`config.mk`:
```
export PLATFORM = sky130hd
export DESIGN_NAME = intersection_scheduler_flat
export DESIGN_NICKNAME = d
export VERILOG_FILES = /design/src/rtl/intersection_scheduler_if.sv /design/src/rtl/intersection_scheduler.sv /design/src/flat_wrapper.sv
export SDC_FILE = /design/constraint.sdc
export NUM_CORES = 1
export LEC_CHECK = 0
export CAP_MARGIN = 20
export CORE_ASPECT_RATIO = 1.4
export CORE_UTILIZATION = 43
export CTS_CLUSTER_SIZE = 24
export DETAILED_ROUTE_END_ITERATION = 10
export MAX_ROUTING_LAYER = met4
export PLACE_DENSITY = 0.7
export SKIP_LAST_GASP = 1
export SYNTH_ARGS = -nofsm -noshare
export SYNTH_HDL_FRONTEND = slang
export SYNTH_SLANG_ARGS = --single-unit
```
`constraint.sdc`:
```
create_clock -name clk -period 2.3 [get_ports clk]
set_input_delay 0.345 -clock clk [delete_from_list [all_inputs] [get_ports clk]]
set_output_delay 0.345 -clock clk [all_outputs]
set_load 0.01 [all_outputs]
```
`src/rtl/intersection_scheduler_if.sv`:
```
`default_nettype none
// ============================================================================
// Module : intersection_scheduler_if
// Brief  : Vehicle/pedestrian requests and lamp outputs of the scheduler.
// Rev    : 1.0  initial release
// ============================================================================
interface intersection_scheduler_if;
    logic       ns_req;
    logic       ew_req;
    logic       ped_req;
    logic       ns_red;
    logic       ns_yellow;
    logic       ns_green;
    logic       ew_red;
    logic       ew_yellow;
    logic       ew_green;
    logic       walk;
    logic       ped_pending;
    logic [7:0] phase_timer;

    modport master (
        output ns_req, ew_req, ped_req,
        input  ns_red, ns_yellow, ns_green, ew_red, ew_yellow, ew_green,
        input  walk, ped_pending, phase_timer
    );

    modport slave (
        input  ns_req, ew_req, ped_req,
        output ns_red, ns_yellow, ns_green, ew_red, ew_yellow, ew_green,
        output walk, ped_pending, phase_timer
    );
endinterface
`default_nettype wire

```
`src/rtl/intersection_scheduler.sv`:
```
`default_nettype none
// ============================================================================
// Module : intersection_scheduler
// Brief  : Actuated NS/EW intersection phase sequencer with all-red clearance
//          and optional pedestrian walk phase (macro INTERSECTION_PED_EN).
// Rev    : 1.0  initial release
// ============================================================================
module intersection_scheduler #(
    parameter int unsigned GREEN_MIN = 10,
    parameter int unsigned GREEN_MAX = 30,
    parameter int unsigned YELLOW_T  = 3,
    parameter int unsigned ALLRED_T  = 2,
    parameter int unsigned WALK_T    = 8
) (
    input  logic                     clk,
    input  logic                     rst,
    intersection_scheduler_if.slave  bus
);

    localparam logic [7:0] c_green_min_last = 8'(GREEN_MIN - 1);
    localparam logic [7:0] c_green_max_last = 8'(GREEN_MAX - 1);
    localparam logic [7:0] c_yellow_last    = 8'(YELLOW_T - 1);
    localparam logic [7:0] c_allred_last    = 8'(ALLRED_T - 1);
    localparam logic [7:0] c_walk_last      = 8'(WALK_T - 1);

    typedef enum logic [2:0] {
        ST_ALLRED    = 3'd0,
        ST_NS_GREEN  = 3'd1,
        ST_NS_YELLOW = 3'd2,
        ST_EW_GREEN  = 3'd3,
        ST_EW_YELLOW = 3'd4,
        ST_PED_WALK  = 3'd5
    } state_t;

    state_t     r_state;
    state_t     w_state_next;
    logic [7:0] r_timer;
    logic       r_next_dir;
    logic       w_next_dir_next;
    logic       w_ped_pending;

    always_ff @(posedge clk or posedge rst) begin
        if (rst) begin
            r_state    <= ST_ALLRED;
            r_next_dir <= 1'b0;
        end else begin
            r_state    <= w_state_next;
            r_next_dir <= w_next_dir_next;
        end
    end

    // Elapsed cycles in the current state; restarts on every transition.
    always_ff @(posedge clk or posedge rst) begin
        if (rst) begin
            r_timer <= 8'd0;
        end else if (w_state_next != r_state) begin
            r_timer <= 8'd0;
        end else if (r_timer != 8'hFF) begin
            r_timer <= r_timer + 8'd1;
        end
    end

    always_comb begin
        w_state_next    = r_state;
        w_next_dir_next = r_next_dir;
        case (r_state)
            ST_ALLRED: begin
                if (r_timer == c_allred_last) begin
                    if (w_ped_pending)   w_state_next = ST_PED_WALK;
                    else if (r_next_dir) w_state_next = ST_EW_GREEN;
                    else                 w_state_next = ST_NS_GREEN;
                end
            end
            ST_NS_GREEN: begin
                if ((r_timer >= c_green_min_last) &&
                    (bus.ew_req || w_ped_pending) &&
                    (!bus.ns_req || (r_timer >= c_green_max_last)))
                    w_state_next = ST_NS_YELLOW;
            end
            ST_NS_YELLOW: begin
                if (r_timer == c_yellow_last) begin
                    w_state_next    = ST_ALLRED;
                    w_next_dir_next = 1'b1;
                end
            end
            ST_EW_GREEN: begin
                if ((r_timer >= c_green_min_last) &&
                    (bus.ns_req || w_ped_pending) &&
                    (!bus.ew_req || (r_timer >= c_green_max_last)))
                    w_state_next = ST_EW_YELLOW;
            end
            ST_EW_YELLOW: begin
                if (r_timer == c_yellow_last) begin
                    w_state_next    = ST_ALLRED;
                    w_next_dir_next = 1'b0;
                end
            end
            // Walk returns to all-red with next_dir untouched, resuming rotation.
            ST_PED_WALK: begin
                if (r_timer == c_walk_last)
                    w_state_next = ST_ALLRED;
            end
            default: w_state_next = ST_ALLRED;
        endcase
    end

`ifdef INTERSECTION_PED_EN
    logic r_ped_pending;
    logic w_ped_clear;

    assign w_ped_clear = (w_state_next == ST_PED_WALK) && (r_state != ST_PED_WALK);

    // A new press wins over the clear on the edge that enters the walk.
    always_ff @(posedge clk or posedge rst) begin
        if (rst)               r_ped_pending <= 1'b0;
        else if (bus.ped_req)  r_ped_pending <= 1'b1;
        else if (w_ped_clear)  r_ped_pending <= 1'b0;
    end

    assign w_ped_pending   = r_ped_pending;
    assign bus.ped_pending = r_ped_pending;
    assign bus.walk        = (r_state == ST_PED_WALK);
`else
    logic w_unused_ped_req;

    assign w_unused_ped_req = bus.ped_req;
    assign w_ped_pending    = 1'b0;
    assign bus.ped_pending  = 1'b0;
    assign bus.walk         = 1'b0;
`endif

    assign bus.ns_green    = (r_state == ST_NS_GREEN);
    assign bus.ns_yellow   = (r_state == ST_NS_YELLOW);
    assign bus.ns_red      = !((r_state == ST_NS_GREEN) || (r_state == ST_NS_YELLOW));
    assign bus.ew_green    = (r_state == ST_EW_GREEN);
    assign bus.ew_yellow   = (r_state == ST_EW_YELLOW);
    assign bus.ew_red      = !((r_state == ST_EW_GREEN) || (r_state == ST_EW_YELLOW));
    assign bus.phase_timer = r_timer;

endmodule
`default_nettype wire

```
`src/flat_wrapper.sv`:
```
// flat-port wrapper written by rule: the top's interface ports become plain ports
module intersection_scheduler_flat 
#(
    parameter int unsigned GREEN_MIN = 10,
    parameter int unsigned GREEN_MAX = 30,
    parameter int unsigned YELLOW_T  = 3,
    parameter int unsigned ALLRED_T  = 2,
    parameter int unsigned WALK_T    = 8
)
  (clk, rst, bus_ns_req, bus_ew_req, bus_ped_req, bus_ns_red, bus_ns_yellow, bus_ns_green, bus_ew_red, bus_ew_yellow, bus_ew_green, bus_walk, bus_ped_pending, bus_phase_timer);
  intersection_scheduler_if bus_i ();
  input  logic clk;
  input  logic rst;
  input wire logic [$bits(bus_i.ns_req)-1:0] bus_ns_req;
  input wire logic [$bits(bus_i.ew_req)-1:0] bus_ew_req;
  input wire logic [$bits(bus_i.ped_req)-1:0] bus_ped_req;
  output wire logic [$bits(bus_i.ns_red)-1:0] bus_ns_red;
  output wire logic [$bits(bus_i.ns_yellow)-1:0] bus_ns_yellow;
  output wire logic [$bits(bus_i.ns_green)-1:0] bus_ns_green;
  output wire logic [$bits(bus_i.ew_red)-1:0] bus_ew_red;
  output wire logic [$bits(bus_i.ew_yellow)-1:0] bus_ew_yellow;
  output wire logic [$bits(bus_i.ew_green)-1:0] bus_ew_green;
  output wire logic [$bits(bus_i.walk)-1:0] bus_walk;
  output wire logic [$bits(bus_i.ped_pending)-1:0] bus_ped_pending;
  output wire logic [$bits(bus_i.phase_timer)-1:0] bus_phase_timer;
  assign bus_i.ns_req = bus_ns_req;
  assign bus_i.ew_req = bus_ew_req;
  assign bus_i.ped_req = bus_ped_req;
  assign bus_ns_red = bus_i.ns_red;
  assign bus_ns_yellow = bus_i.ns_yellow;
  assign bus_ns_green = bus_i.ns_green;
  assign bus_ew_red = bus_i.ew_red;
  assign bus_ew_yellow = bus_i.ew_yellow;
  assign bus_ew_green = bus_i.ew_green;
  assign bus_walk = bus_i.walk;
  assign bus_ped_pending = bus_i.ped_pending;
  assign bus_phase_timer = bus_i.phase_timer;
  intersection_scheduler #(.GREEN_MIN(GREEN_MIN), .GREEN_MAX(GREEN_MAX), .YELLOW_T(YELLOW_T), .ALLRED_T(ALLRED_T), .WALK_T(WALK_T)) u_core (.clk(clk), .rst(rst), .bus(bus_i));
endmodule
```
==> results.txt, run 1 <==
CTS max path bufs: 2
setup TNS: 0 ns
clk_lat worst skew: 0.27 ns
net switching power: 0.607 mW
crit path time final: 2.19 ns
# diodes: 0
f_max: 457 MHz
GRT overflow: 0
final setup skew: 0.00654 ns
Tot GR Track Use: 21.6%
Comb pwr share: 63.9%
Fillers: 219
area of the mapped netlist: 998 sq um
RD Place Congestion: 0.841
Max Cap Viol: 0
non-filler instance count after layout: 157
unrepaired setup endpoints after global routing: no
initial DRC count: 17
cts hold-fix bufs: 0
clk slew on worst S/H paths: 0.07 ns
leakage: 0.488 nW
# port buffers: 17
vias in the first global route: 914
Num CTS Buffers: 3
pre-CTS WS: 0.0727 ns
# H-tree levels: 1
initial core utilization: 45.9%
final setup violation count: 0
sequential share of power: 26.7%
biggest area consumer among synthesized cells: dfrtp_1
Placement Cell Area: 0.00122 sq mm
post-CTS setup buffer count: 0
final instance area: 0.00125 sq mm
Final ANT Viol Nets: 0
std cell rows: 20
post-synthesis sequential area ratio: 30.1%
Layout Nets: 146
Clock power frac: 9.4%
crit-path max FO: 7
dominant cells by area after synthesis: dfrtp_1 (30%), ha_1 (5.0%), nand3_1 (4.5%)
share of the synthesized area in the top cell type: 30.1%
Die X-Extent: 42.7 um
Final Max Slew Viols: 0
synth unique cells: 43
# DRC: 0
Worst Slack Setup Final: 0.111 ns
Synth async-reset ratio: 100%
DIE HEIGHT: 59.0 um
Critical Path Max Stage Delay: 0.61 ns
Post-synth top cells: dfrtp_1 (12), nor2_1 (12), nand3_1 (9)
Switching Fraction: 44.4%
hpwl dp: 1.82 mm
power per cell area: 1090 mW/mm^2
P&R area growth vs syn: 25.3%
WHS: 0.383 ns
crit-path cells: inv_2 > nor3_2 > clkdlybuf4s50_1
post-DR wirelength/cell: 14.8 um
critical path data required time: 1.96 ns
Int Pwr: 0.760 mW
largest net degree at the start of global routing: 15
CTS Sinks: 12
VDD IR max: 0.631 mV
layout cell share with drive strength beyond 1: 20.7%
number of synthesized flops with an enable pin: 0
slowest stage cell, crit path: clkdlybuf4s50_1
WP data arrival: 1.84 ns
Ys Warns: 0
CP Capture Type: primary output
initial antenna violation count: 0
die area: 0.00252 sq mm
Mapped Cells: 113
critical path class: register to primary output
Avg Cell Area, Syn: 8.84 sq um
routed wire length: 2.33 mm
period utilization: 95.2%
placed insts: 154
drt via density: 5.91
CTS Root Cell: clkbuf_4
final hold violations: 0
Synth Register Bits: 12
status: finished clean
core area: 0.00218 sq mm
CTS tree: built
Boundary Pins: 21
Hold WC Path Type: primary input to async pin
first-pass iteration count of the detailed router: 4
Startpoint Class: register
first-pass GRT wire length: 4.03 mm
Synth Flop Type: dfrtp_1
vias: 928
critical path, delay by kind of cell (launching register included):
| family | cells | cell delay [ns] |
|---|---|---|
| buf+inv | 2 | 0.72 |
| flops | 1 | 0.51 |
| simple gates | 1 | 0.35 |
routing by layer:
layer	global-route usage (%)	up-vias	wire, um
met3	1.83	7	92
met2	36.8	25	1230
met5	-	-	0
met1	24.4	444	945
met4	12.9	0	58
li1	-	452	-
per-stage QoR:
stage	power [mW]	utilization, %
2_1_floorplan	0.897	-
3_3_place_gp	1.21	56.2
3_5_place_dp	1.23	56.2
4_1_cts	1.36	57.2
5_1_grt	1.48	57.5
6_report	1.37	57.5
cell usage in the layout (no fill, tap or decap), types with 2 or more instances in the layout:
cell type        netlist  routed
a21oi_1                4       4
a31oi_1                3       3
o21ai_0                4       3
nor3_2                 3       3
xnor2_1                3       3
a21boi_2               2       2
a211oi_2               1       2
a211oi_1               3       2
and3_1                 2       2
nor3_1                 6       6
nand2_1                5       5
ha_1                   4       4
nand2b_1               2       2
dfrtp_1               12      12
nand3_1                9       9
mux2i_1                2       2
clkbuf_4               0       3
clkdlybuf4s50_1        0      17
conb_1                 1       2
inv_1                  7       7
nor2_1                12      12
buf_4                  2       9
sequential cells by signal, indices dropped and copies added, names as in the netlist:
name,cells
u_core.r_next_dir,1
u_core.bus.phase_timer,8
u_core.r_state,3
cells by family after synthesis:
group / Yosys count / synth area share (%)
XOR/XNOR: 3 / 2.63
buffers and inverters: 16 / 7.39
AO/OA/AOI/OAI: 26 / 24.6
flip-flops: 12 / 30.1
multiplexers: 2 / 2.01
adder cells (fa/ha/maj): 4 / 5.01
other: 1 / 0.376
AND/OR/NAND/NOR: 49 / 27.9
power by group through the flow:
stage | logic (mW) | clock network, mW | registers [mW]
global placement | 0.848 | 0 | 0.365
finish | 0.873 | 0.128 | 0.365
detailed placement | 0.869 | 0 | 0.366
floorplan | 0.555 | 0 | 0.342
global route | 0.960 | 0.140 | 0.376
CTS | 0.870 | 0.131 | 0.362
cell type report:
class	instances	area (sq um)	area share, %
multi-input combinational	86	633	50.6
sequential	12	300	24.0
timing repair buffer	26	238	19.0
inverter	8	30.0	2.40
tap	22	27.5	2.20
clock buffer	3	22.5	1.80
worst paths after layout:
kind                            slack (ns)  cells past startpoint                                  start                                     to
worst max-delay path                  0.11                      3            u_core.r_state[0]$_DFF_PP0_                           bus_ns_green
worst min-delay path                  0.38                      2                                    rst            u_core.r_state[2]$_DFF_PP0_
worst max register to register        0.14                      8  u_core.bus.phase_timer[0]$_DFFE_PP0P_  u_core.bus.phase_timer[2]$_DFFE_PP0P_
worst min register to register        0.54                      1          u_core.r_next_dir$_DFFE_PP0P_          u_core.r_next_dir$_DFFE_PP0P_
max in group asynchronous             1.59                      2                                    rst  u_core.bus.phase_timer[2]$_DFFE_PP0P_
min in group clk                      0.54                      1          u_core.r_next_dir$_DFFE_PP0P_          u_core.r_next_dir$_DFFE_PP0P_
what timing repair did:
| action | CTS | global route |
|---|---|---|
| hold endpoints to repair | 0 | 0 |
| gates resized for setup | 0 | 2 |
| endpoints found under the setup margin | 0 | 4 |
No activity file was read; power rests on OpenSTA's default activity.
==> run 2: changes to the inputs <==
--- a/config.mk
+++ b/config.mk
@@ -13,6 +13,7 @@
 export MAX_ROUTING_LAYER = met4
 export PLACE_DENSITY = 0.7
 export SKIP_LAST_GASP = 1
+export SLEW_MARGIN = 20
 export SYNTH_ARGS = -nofsm -noshare
 export SYNTH_HDL_FRONTEND = slang
 export SYNTH_SLANG_ARGS = --single-unit
==> results of run 2 <==
The final DEF is identical to that of run 1; final timing and power are the same.
==> variant: new RTL, settings of run 2 <==
Put a register stage on the output `bus.ew_red`. The value now appears one clock later.
--- a/src/rtl/intersection_scheduler.sv
+++ b/src/rtl/intersection_scheduler.sv
@@ -134,7 +134,9 @@
     assign bus.ns_red      = !((r_state == ST_NS_GREEN) || (r_state == ST_NS_YELLOW));
     assign bus.ew_green    = (r_state == ST_EW_GREEN);
     assign bus.ew_yellow   = (r_state == ST_EW_YELLOW);
-    assign bus.ew_red      = !((r_state == ST_EW_GREEN) || (r_state == ST_EW_YELLOW));
+    always_ff @(posedge clk) begin
+        bus.ew_red <= !((r_state == ST_EW_GREEN) || (r_state == ST_EW_YELLOW));
+    end
     assign bus.phase_timer = r_timer;
 
 endmodule
Behaviour: no difference found for any inputs over 10 cycles, from zero or initial values and one cycle with rst high; that may be too few to reach the edited logic, so the function may still have changed.
==> variant against run 2 <==
  * First-iteration DRC count unchanged
  * Largest power group unchanged
  * Count of clock-buffer cells in the layout rose by 1
  * Synthesized area is 8.5% lower
  * Critical path type unchanged
  * Total power fell by 11%
  * Setup slack improved by 0.024 ns
  * Routed wire length is 10% lower
  * Highest routed layer unchanged
  * Sequential cell count up 1
  * Combinational power is 23% lower
  * Final area down 9.1%
==> variant: results (changes against run 2) <==
stage	metric	value	unit	change
floorplan	Die X	40.95	um	-4.2%
synthesis	register area share after synthesis	35.07	%	+5.0 points
final_layout	Signal buffers	18		-31%
clock_tree	Clock Pin Slew Worst Setup and Hold Paths	0.09	ns	+0.02 ns
synthesis	commonest cells in the netlist	nor2_1, dfrtp_1, inv_1		
final_layout	final core utilization	57.64	%	+0.17 points
placed_design	pre-CTS WS	0.1314	ns	+0.05872 ns
worst_setup_path	worst reg-to-reg setup slack	0.19	ns	+0.05 ns
pwr	maximum vdd drop	0.6665	mV	+5.6%
global_routing	vias in the first global route	758		-17%
placed_design	GP Congestion	0.7642		-9.2%
sta	Final Critical Period	2.165	ns	-0.02380 ns
sta	Worst Skew	0.008234	ns	+0.001689 ns
synthesis	proportion of synthesized area in mux cells	2.329	%	+0.32 points
synthesis	Adder-Cell Fraction of Synth Area	5.479	%	+0.47 points
detailed_routing	Via density	5.747		-2.8%
detailed_routing	met3 wire len	87	um	-5.4%
detailed_routing	drt wl/cell	14.28	um	-3.6%
synthesis	ys async rst share	92.31	%	-7.7 points
global_routing	largest net degree at the start of global routing	13		-2
synthesis	Post-Syn Instances	106		-6.2%
status	outcome	completed		
pwr	switching share of power	42.80	%	-1.6 points
pwr	combinational gate power	675	uW	-23%
final_layout	CLK BUF	4		+1
pwr	Power, Total	1.214	mW	-11%
global_routing	antenna violations before repair	0		unchanged
worst_setup_path	CP Max Fanout	8		+1
global_routing	Tot GR Track Use	21.04	%	-0.59 points
final_layout	Final Non-Filler Cells	146		-7.0%
worst_setup_path	reg2reg end	u_core.bus.phase_timer[1]		
pwr	sequential cell fraction of total power	32.7	%	+6.0 points
final_layout	Final non-clock buffer share	15.62	%	-3.4 points
sta	Setup-failing EPs final	0		unchanged
final_layout	comb_multi_in	82		-4.7%
synthesis	Synth Area in Compound Gates	14.38	%	-10 points
final_layout	fin nets	135		-7.5%
global_routing	first-pass GRT wire length	3.312	mm	-18%
synthesis	Post-Synth XOR/XNOR Area	4.795	%	+2.2 points
worst_setup_path	worst path arrival time	1.82	ns	-0.02 ns
final_layout	layout cells sized above 1	10.40	%	-10 points
final_layout	fillers	189		-14%
final_layout	Seq area share	28.16	%	+4.2 points
pwr	cell leakage power	0.4737	nW	-2.9%
synthesis	Yosys cell types	42		-2.3%
synthesis	Seq cells post-synth	13		+1
final_layout	clk tree area frac	2.310	%	+0.51 points
worst_setup_path	end of the critical path	bus_ns_green		
worst_setup_path	Reg2Reg Depth	7		-1
detailed_routing	metal2 WL	1.100	mm	-11%
detailed_routing	DRT met1 WL	855	um	-9.5%
placed_design	HPWL Detailed	1.613	mm	-11%
synthesis	top cells by area, synth	dfrtp_1, ha_1, nor2_1		
hold_path	worst hold-check path type	input port to asynchronous set/reset pin		
final_layout	fraction of area in multi-input gates	48.95	%	-1.6 points
-- variant: routing by layer --
metal  global-route usage (%)  vias up
li1                         -      408
met1                    25.06      401
met2                    33.71       24
met3                    2.767        6
met4                    8.571        0
met5                        -        -
-- variant: repair_timing --
| action | CTS | global route |
|---|---|---|
| setup buffers | 0 | 0 |
| setup endpoints to repair | 0 | 5 |
| hold buffers | 0 | 0 |
| resized for setup | 0 | 2 |
-- variant: how the worst min path moves through the flow --
stage | start | end | slack (ns) | depth (start not counted)
floorplan | rst | u_core.bus.phase_timer[0] | 0.21 | 1
global placement | u_core.r_next_dir | u_core.r_next_dir | 0.57 | 2
detailed placement | u_core.r_next_dir | u_core.r_next_dir | 0.60 | 2
CTS | rst | u_core.r_state[0] | 0.39 | 2
global route | rst | u_core.r_state[0] | 0.45 | 2
finish | rst | u_core.r_state[2] | 0.38 | 2
-- variant: critical path: stages (launching register included) --
cell,delay (ns)
dfrtp_1,0.50
nor3b_1,0.43
clkdlybuf4s50_1,0.62
